`src/rtl/spi_frame_tx.sv`:
```
// spi_frame_tx: SPI responder that drives MISO with a fixed-length frame:
// GAP_BITS zero bits, the 8-bit HEADER, then PAYLOAD_BITS payload bits taken
// from a byte-wide valid/ready source. Everything is clocked by CLK_40; SPI_clk
// and chip_select are asynchronous and are synchronized internally.
//
// Optional feature (macro SPI_TX_CRC_EN): when defined, the payload is followed
// by 8 bits of CRC-8 (poly 0x07, init 0, no reflection, no final XOR) computed
// over the payload bits actually sent. When undefined, no CRC logic exists.
//
// Ports:
//   CLK_40       in   system clock
//   reset        in   synchronous, active-high reset
//   SPI_clk      in   SPI clock from master (async)
//   chip_select  in   active-low select from master (async)
//   tx_byte      in   payload byte, MSB sent first
//   tx_valid     in   tx_byte is valid
//   tx_ready     out  byte accepted this cycle when tx_valid is also high
//   MISO         out  registered serial data to master
//   frame_active out  high from frame start until done/abort
//   frame_done   out  1-cycle pulse after the last frame bit
//   frame_abort  out  1-cycle pulse when chip_select rises mid-frame
//   underrun     out  sticky: a payload byte was needed but none was held
module spi_frame_tx #(
  parameter logic [7:0]  HEADER       = 8'hFF,
  parameter int unsigned GAP_BITS     = 12,
  parameter int unsigned PAYLOAD_BITS = 64
) (
  input  logic       CLK_40,
  input  logic       reset,
  input  logic       SPI_clk,
  input  logic       chip_select,
  input  logic [7:0] tx_byte,
  input  logic       tx_valid,
  output logic       tx_ready,
  output logic       MISO,
  output logic       frame_active,
  output logic       frame_done,
  output logic       frame_abort,
  output logic       underrun
);

  localparam int unsigned CNT_W  = 16;
  localparam int unsigned BYTE_W = 13;
  localparam int unsigned NBYTES = (PAYLOAD_BITS + 7) / 8;
  localparam logic [CNT_W-1:0]  GAP_LAST = CNT_W'(GAP_BITS - 1);
  localparam logic [CNT_W-1:0]  PAY_LAST = CNT_W'(PAYLOAD_BITS - 1);
  localparam logic [CNT_W-1:0]  BYTE_END = CNT_W'(7);
  localparam logic [BYTE_W-1:0] NBYTES_C = BYTE_W'(NBYTES);

  typedef enum logic [2:0] {
    S_IDLE, S_GAP, S_HDR, S_PAY, S_CRC, S_DONE
  } state_e;

  state_e state_q, state_d;

  logic spi_s1_q, spi_s2_q, spi_dly_q;
  logic cs_s1_q, cs_s2_q;
  logic spi_fall, cs_low, in_frame, accept;

  logic              miso_q, miso_d;
  logic [CNT_W-1:0]  bit_cnt_q, bit_cnt_d;
  logic [BYTE_W-1:0] byte_cnt_q, byte_cnt_d;
  logic [7:0]        sh_q, sh_d;
  logic [7:0]        hold_q, hold_d;
  logic              hold_vld_q, hold_vld_d;
  logic              active_q, active_d;
  logic              done_q, done_d;
  logic              abort_q, abort_d;
  logic              underrun_q, underrun_d;
  logic [2:0]        hdr_idx;
`ifdef SPI_TX_CRC_EN
  logic [7:0]        crc_q, crc_d, crc_nxt;
`endif

  assign spi_fall = spi_s2_q & ~spi_dly_q;
  assign cs_low   = ~cs_s2_q;
  assign in_frame = (state_q == S_GAP) || (state_q == S_HDR) ||
                    (state_q == S_PAY) || (state_q == S_CRC);
  assign tx_ready = active_q & ~hold_vld_q & (byte_cnt_q < NBYTES_C);
  assign accept   = tx_valid & tx_ready;
  // Header bit to present after header bit bit_cnt_q has been shifted.
  assign hdr_idx  = 3'(3'd6 - bit_cnt_q[2:0]);

  assign MISO         = miso_q;
  assign frame_active = active_q;
  assign frame_done   = done_q;
  assign frame_abort  = abort_q;
  assign underrun     = underrun_q;

  // State register.
  always_ff @(posedge CLK_40) begin
    if (reset) state_q <= S_IDLE;
    else       state_q <= state_d;
  end

  // Next-state logic; deselect mid-frame always wins.
  always_comb begin
    state_d = state_q;
    if (in_frame && !cs_low) begin
      state_d = S_IDLE;
    end else begin
      unique case (state_q)
        S_IDLE: if (cs_low) state_d = (GAP_BITS == 0) ? S_HDR : S_GAP;
        S_GAP:  if (spi_fall && bit_cnt_q == GAP_LAST) state_d = S_HDR;
        S_HDR:  if (spi_fall && bit_cnt_q == BYTE_END) state_d = S_PAY;
`ifdef SPI_TX_CRC_EN
        S_PAY:  if (spi_fall && bit_cnt_q == PAY_LAST) state_d = S_CRC;
`else
        S_PAY:  if (spi_fall && bit_cnt_q == PAY_LAST) state_d = S_DONE;
`endif
        S_CRC:  if (spi_fall && bit_cnt_q == BYTE_END) state_d = S_DONE;
        S_DONE: if (!cs_low) state_d = S_IDLE;
        default: state_d = S_IDLE;
      endcase
    end
  end

  // Datapath and output next values.
  always_comb begin
    miso_d     = miso_q;
    bit_cnt_d  = bit_cnt_q;
    byte_cnt_d = byte_cnt_q;
    sh_d       = sh_q;
    hold_d     = hold_q;
    hold_vld_d = hold_vld_q;
    active_d   = active_q;
    underrun_d = underrun_q;
    done_d     = 1'b0;
    abort_d    = 1'b0;
`ifdef SPI_TX_CRC_EN
    crc_d   = crc_q;
    crc_nxt = {crc_q[6:0], 1'b0} ^ ((crc_q[7] ^ miso_q) ? 8'h07 : 8'h00);
`endif

    unique case (state_q)
      S_IDLE: begin
        miso_d = 1'b0;
        if (cs_low) begin
          underrun_d = 1'b0;
          active_d   = 1'b1;
          byte_cnt_d = '0;
          hold_vld_d = 1'b0;
          miso_d     = (GAP_BITS == 0) ? HEADER[7] : 1'b0;
`ifdef SPI_TX_CRC_EN
          crc_d = 8'h00;
`endif
        end
      end
      S_GAP: if (spi_fall) begin
        bit_cnt_d = bit_cnt_q + CNT_W'(1);
        if (bit_cnt_q == GAP_LAST) miso_d = HEADER[7];
      end
      S_HDR: if (spi_fall) begin
        bit_cnt_d = bit_cnt_q + CNT_W'(1);
        if (bit_cnt_q == BYTE_END) begin
          // First payload byte: an empty hold sends zeros and flags underrun.
          sh_d       = hold_vld_q ? hold_q : 8'h00;
          miso_d     = hold_vld_q & hold_q[7];
          underrun_d = underrun_q | ~hold_vld_q;
          hold_vld_d = 1'b0;
        end else begin
          miso_d = HEADER[hdr_idx];
        end
      end
      S_PAY: if (spi_fall) begin
        bit_cnt_d = bit_cnt_q + CNT_W'(1);
`ifdef SPI_TX_CRC_EN
        crc_d = crc_nxt;
`endif
        if (bit_cnt_q == PAY_LAST) begin
`ifdef SPI_TX_CRC_EN
          sh_d   = crc_nxt;
          miso_d = crc_nxt[7];
`else
          miso_d   = 1'b0;
          done_d   = 1'b1;
          active_d = 1'b0;
`endif
        end else if (bit_cnt_q[2:0] == 3'd7) begin
          sh_d       = hold_vld_q ? hold_q : 8'h00;
          miso_d     = hold_vld_q & hold_q[7];
          underrun_d = underrun_q | ~hold_vld_q;
          hold_vld_d = 1'b0;
        end else begin
          sh_d   = {sh_q[6:0], 1'b0};
          miso_d = sh_q[6];
        end
      end
      S_CRC: if (spi_fall) begin
        bit_cnt_d = bit_cnt_q + CNT_W'(1);
        if (bit_cnt_q == BYTE_END) begin
          miso_d   = 1'b0;
          done_d   = 1'b1;
          active_d = 1'b0;
        end else begin
          sh_d   = {sh_q[6:0], 1'b0};
          miso_d = sh_q[6];
        end
      end
      S_DONE: miso_d = 1'b0;
      default: miso_d = 1'b0;
    endcase

    if (in_frame && !cs_low) begin
      miso_d     = 1'b0;
      abort_d    = 1'b1;
      active_d   = 1'b0;
      hold_vld_d = 1'b0;
      underrun_d = underrun_q;
    end

    // Any load above has already consumed the old hold value.
    if (accept && !done_d && !abort_d) begin
      hold_d     = tx_byte;
      hold_vld_d = 1'b1;
      byte_cnt_d = byte_cnt_q + BYTE_W'(1);
    end

    if (state_d != state_q) bit_cnt_d = '0;
  end

  // Synchronizers and datapath registers; chip_select syncs reset to deselected.
  always_ff @(posedge CLK_40) begin
    if (reset) begin
      spi_s1_q   <= 1'b0;
      spi_s2_q   <= 1'b0;
      spi_dly_q  <= 1'b0;
      cs_s1_q    <= 1'b1;
      cs_s2_q    <= 1'b1;
      miso_q     <= 1'b0;
      bit_cnt_q  <= '0;
      byte_cnt_q <= '0;
      sh_q       <= 8'h00;
      hold_q     <= 8'h00;
      hold_vld_q <= 1'b0;
      active_q   <= 1'b0;
      done_q     <= 1'b0;
      abort_q    <= 1'b0;
      underrun_q <= 1'b0;
`ifdef SPI_TX_CRC_EN
      crc_q      <= 8'h00;
`endif
    end else begin
      spi_s1_q   <= SPI_clk;
      spi_s2_q   <= spi_s1_q;
      spi_dly_q  <= spi_s2_q;
      cs_s1_q    <= chip_select;
      cs_s2_q    <= cs_s1_q;
      miso_q     <= miso_d;
      bit_cnt_q  <= bit_cnt_d;
      byte_cnt_q <= byte_cnt_d;
      sh_q       <= sh_d;
      hold_q     <= hold_d;
      hold_vld_q <= hold_vld_d;
      active_q   <= active_d;
      done_q     <= done_d;
      abort_q    <= abort_d;
      underrun_q <= underrun_d;
`ifdef SPI_TX_CRC_EN
      crc_q      <= crc_d;
`endif
    end
  end

endmodule

```
`config.mk`:
```
export PLATFORM = sky130hd
export DESIGN_NAME = spi_frame_tx
export DESIGN_NICKNAME = d
export VERILOG_FILES = /design/src/rtl/spi_frame_tx.sv
export SDC_FILE = /design/constraint.sdc
export NUM_CORES = 1
export LEC_CHECK = 0
export CELL_PAD_IN_SITES_DETAIL_PLACEMENT = 0
export CELL_PAD_IN_SITES_GLOBAL_PLACEMENT = 1
export CORE_MARGIN = 2
export CORE_UTILIZATION = 43
export DETAILED_ROUTE_END_ITERATION = 8
export GPL_TIMING_DRIVEN = 1
export PLACE_DENSITY_LB_ADDON = 0.1
export SETUP_SLACK_MARGIN = 0.15
export SLEW_MARGIN = 20
export SYNTH_ARGS = -nofsm -noshare
export SYNTH_HDL_FRONTEND = slang
export SYNTH_SLANG_ARGS = --single-unit
```
`constraint.sdc`:
```
create_clock -name CLK_40 -period 6.3 [get_ports CLK_40]
set_clock_uncertainty 0.2 [all_clocks]
set_input_delay 1.26 -clock CLK_40 [delete_from_list [all_inputs] [get_ports CLK_40]]
set_output_delay 1.26 -clock CLK_40 [all_outputs]
set_load 0.005 [all_outputs]
```
======== Yosys cells after proc, flatten, opt, wreduce, memory -nomap -nowiden ========
Memories as Yosys holds them, arrays and structs flattened.
Cells that the tools add are included.
word-level totals
  memories ................................ 1
  register bits ........................... 58
  bits in read-only memories .............. 8
memory list
  memory           words  width  read ports  clocked after memory_dff  wr ports  RTL line  source
  (no name shown)  8      1      1           0                         0         162       miso_d = HEADER[hdr_idx];
cells by class
  reduce and logical (&&, ||, !) cells .... 27
  $add $sub $neg .......................... 3
  muxes and demuxes ....................... 56
  equality and inequality tests ........... 29
  bitwise operators ....................... 9
  order comparisons ....................... 2
operators with widths
  cell                                                                     count
  7-bit 2-to-1 mux                                                         8
  13-bit 2-to-1 mux                                                        3
  1-bit 2-to-1 mux                                                         31
  3-bit 2-to-1 mux                                                         7
  7-bit one-hot mux with 3 select lines                                    1
  3-bit one-hot mux with 6 select lines                                    1
  16-bit by 1-bit adder with 16-bit output (second input constant)         1
  16-bit by 3-bit equality test with 1-bit output (second input constant)  1
  16-bit by 4-bit equality test with 1-bit output (second input constant)  1
  16-bit by 6-bit equality test with 1-bit output (second input constant)  1
  2-bit != test (second input constant)                                    7
  7-bit AND reduction                                                      2
  13-bit by 1-bit adder with 13-bit output (second input constant)         1
  13-bit by 4-bit < comparator with 1-bit output (second input constant)   1
  2-bit by 1-bit != test with 1-bit output (second input constant)         6
  4-bit by 2-bit != test with 1-bit output (second input constant)         3
  3-bit equality test (second input constant)                              3
  1-bit one-hot mux with 3 select lines                                    3
  3-bit nonzero test                                                       3
  4-bit by 1-bit != test with 1-bit output (second input constant)         2
  8-bit AND reduction                                                      1
  3-bit by 2-bit equality test with 1-bit output (second input constant)   2
  1-bit logical AND                                                        6
  6-bit AND reduction                                                      1
  19 further kinds                                                         30

======== Depth between registers and ports, before layout ========
  word-level depth ........................ 10
  gate-level depth with buffers ........... 9
  gate-level depth less buffers ........... 8

======== Worst setup path after synthesis ========
No wires, ideal clock.
  kind .................................... reg-to-reg
  start point ............................. register bit_cnt_q[0]
  end point ............................... register bit_cnt_q[12]
  path slack .............................. 3.995 ns
  arrival ................................. 1.990 ns
  cell stages (with the launch flop) ...... 9
  cells stage by stage .................... dfxtp_1 -> ha_1 -> nor4b_4 -> nand4_1 -> a2111oi_2 -> nor3_1 -> o211ai_2 -> buf_4 -> nor2_1
on the way
  cells in the longest elaborated chain, start to end .. 7
ends and longest elaborated chain
  element                                                                        RTL line  source
  start: declaration                                                             61        logic [CNT_W-1:0] bit_cnt_q, bit_cnt_d;
  start signal: assignment                                                       250       bit_cnt_q <= bit_cnt_d;
  16-bit by 3-bit equality test with 1-bit output, or another cell as far along  105, 111
  1-bit logical AND (on tied branches)                                           --
  3-bit 2-to-1 mux (on tied branches)                                            --
  3-bit one-hot mux with 6 select lines                                          102       unique case (state_q)
  3-bit 2-to-1 mux                                                               99        if (in_frame && !cs_low) begin
  3-bit != test                                                                  219       if (state_d != state_q) bit_cnt_d = '0;
  2-bit OR reduction (no source line)                                            --
Several ways; a longest one is shown, not always the timed one.
A chain may end at the register's enable or synchronous reset.

======== Worst setup path in the final report ========
  start point ............................. register hold_vld_q
  end point ............................... output port tx_ready
on the way
  cells in the longest elaborated chain, start to end .. 3
ends and longest elaborated chain
  element                         RTL line  source
  start: declaration              65        logic hold_vld_q, hold_vld_d;
  start signal: assignment        254       hold_vld_q <= hold_vld_d;
  1-bit NOT                       79        assign tx_ready = active_q & ~hold_vld_q & (byte_cnt_q < NBYTES_C);
  1-bit bitwise AND (2 in a row)  79
  end: declaration                34        output logic tx_ready,
No other way between the ends.

==> flow_metrics.env <==
export IMPL_status="complete, no violations"
export IMPL_fin_nets=356
export IMPL_synthArstFlopShare_pct=0
export IMPL_ys_top_cells_by_count="dfxtp_1, nand2_1, nor2_1, a21oi_1, nand4_1"
export IMPL_num_rows=29
export IMPL_die_h_um=84.6
export IMPL_htree_levels=3
export IMPL_required_ps=4840
export IMPL_dr_total_vias=2283
export IMPL_via_per_inst=5.41
export IMPL_vdd_drop_max_uv=121
export IMPL_ant_nets=0
export IMPL_finalHoldViolations=0
export IMPL_grt_max_degree=41
export IMPL_netlist_area_um2=2790
export IMPL_drc=0
export IMPL_rrSetupSlack_ps=3360
export IMPL_synthesis_nets=343
export IMPL_ys_seq_elements=58
export IMPL_synth_most_common_cell="dfxtp_1"
export IMPL_grt_pass1_wl_mm=10.4
export IMPL_wl_mm=5.94
export IMPL_cp_slowest_cell="clkdlybuf4s50_1"
export IMPL_postLayoutCellArea_um2=3170
export IMPL_ctsResizeCount=0
export IMPL_period_share_pct=52.7
export IMPL_path_cells="nor4b_1, and3_1, clkdlybuf4s50_1"
export IMPL_leakage_nw=1.16
export IMPL_cts_inserted_buffers=9
export IMPL_overflow=0
export IMPL_diodes=0
export IMPL_clk_pin_slew_worst_paths_ps=70
export IMPL_dr_pass1_iters=4
export IMPL_powerDensity_nw_per_um2=221
export IMPL_dp_hpwl_mm=4.13
export IMPL_clock_tree_buffer_depth=2
export IMPL_slew_headroom_pct=44.2
export IMPL_cts_root_buffer_cell="clkbuf_8"
export IMPL_cp_end_kind="output port"
export IMPL_cp_slowest_stage_delay_ps=510
export IMPL_final_core_util_pct=50.2
export IMPL_cts_hold_buf=0
export IMPL_worstMarginPinSlew_ps=834
export IMPL_ys_seq_area_share_pct=41.6
export IMPL_cts_sinks=58
export IMPL_place_congestion=0.746
export IMPL_worstSkewPairLatency_ps=340
export IMPL_synth_top_area_share_pct=41.6
export IMPL_critical_path_class="reg2out"
export IMPL_finalSetupViolCount=0
export IMPL_setup_tns_ps=0
export IMPL_area_delta_synth_final_pct=13.5
export IMPL_cts_tree="yes"
export IMPL_maxCapViolations=0
export IMPL_syn_inst=327
export IMPL_core_area_um2=6310
export IMPL_pin_count=19
export IMPL_hold_class="reg2reg"
export IMPL_postCtsSetupBuffers=0
export IMPL_die_width_um=84.6
export IMPL_final_max_slew_viol_count=0
export IMPL_synth_cell_type_count=55
export IMPL_yosysWarnings=0
export IMPL_cp_max_fo=12
export IMPL_synth_flop_cell="dfxtp_1"
export IMPL_io_buffers=18
export IMPL_drt_iter0_markers=100
export IMPL_fmax_mhz=301
export IMPL_start_util_pct=44.2
export IMPL_period_needed_ps=3320
export IMPL_die_area_um2=7150
export IMPL_rsz0062_at_grt="no"
export IMPL_track_usage_pct=18.1
export IMPL_yosys_area_top_type="dfxtp_1"
export IMPL_grt_pass1_vias=2205
export IMPL_postPlaceCellArea_um2=3000
export IMPL_wl_per_cell_um=14.1
export IMPL_holdWs_ps=206
export IMPL_startpoint_type="flop"
export IMPL_drive_gt1_share_pct=9.57
export IMPL_avgSynthCellArea_um2=8.53
export IMPL_synth_edf_count=0
export IMPL_antenna_found_initial=0
export IMPL_cp_data_arrival_time_ps=1860
export IMPL_synth_top_cells_by_area="dfxtp_1, nand2_1, nor2_1"
[kinds of logic after synthesis]
group	count (synthesis)	share of synthesized area, %
compound gates	54	12.7
xor+xnor	14	4.39
fa+ha+maj	3	1.35
buf+inv	21	3.32
flops	58	41.6
mux	9	3.23
simple gates	168	33.4
[worst max-delay path: cells and delay by family, from the launching register on]
family | cells | cell delay, ps
and+or+nand+nor | 2 | 570
DFF | 1 | 450
buffers and inverters | 1 | 510
[power breakdown]
group / switching (W) / leakage (nW) / total, W / internal, W
clock network: 0.000144 / 0.0851 / 0.000295 / 0.000151
registers: 0.00000430 / 0.469 / 0.000375 / 0.000371
logic: 0.0000161 / 0.602 / 0.0000310 / 0.0000149
total: 0.000164 / 1.16 / 0.000701 / 0.000537
[cell usage in the layout, fill, tap and decap left out, types with 6 or more instances in the layout]
cell,count
mux2i_1,9
a21oi_1,20
nand2_1,44
clkdlybuf4s50_1,18
nor3_1,10
clkbuf_8,10
nand4_1,14
o21ai_1,7
xor2_1,12
dfxtp_1,58
nor2b_1,6
nand3_1,9
nor2_1,36
and2_1,10
o21ai_0,9
[metal layers]
metal  global-route usage (%)  part of all wire, %
met4                     8.23                 0.96
met2                     25.9                   43
met1                     25.6                   53
met3                     4.42                  3.2
met5                        0                    0
[flip-flops by register name, indices dropped and copies added, names as in the netlist, 3 cells and up]
name and count:
bit_cnt_q 16, byte_cnt_q 13, hold_q 8, sh_q 7, state_q 3
[per-stage QoR]
stage	setup slack (ps)	std cells	power, W
after floorplan	4000	327	0.000400
after global placement	3140	406	0.000415
after detailed placement	3110	406	0.000414
after CTS	2940	422	0.000713
after global routing	2790	422	0.000736
final	2980	422	0.000701
[worst paths after layout]
path / from / end / cells after the start
worst max-delay path: hold_vld_q$_SDFFE_PP0P_ / tx_ready / 3
worst min-delay path: cs_s1_q$_SDFF_PP1_ / cs_s2_q$_SDFF_PP1_ / 1
worst max register to register: bit_cnt_q[0]$_SDFFE_PP0P_ / byte_cnt_q[8]$_SDFFE_PP0P_ / 7
worst min register to register: cs_s1_q$_SDFF_PP1_ / cs_s2_q$_SDFF_PP1_ / 1
[area by class of cell]
type,count,area (um2)
fillers,633,3150
inverters,4,15.0
well taps,77,96.3
clock inverters,5,30.0
flip-flops and latches,58,1160
repair buffers,19,188
multi-input cells,248,1540
clock buffers,11,141
(Power assumes the default switching activity.)
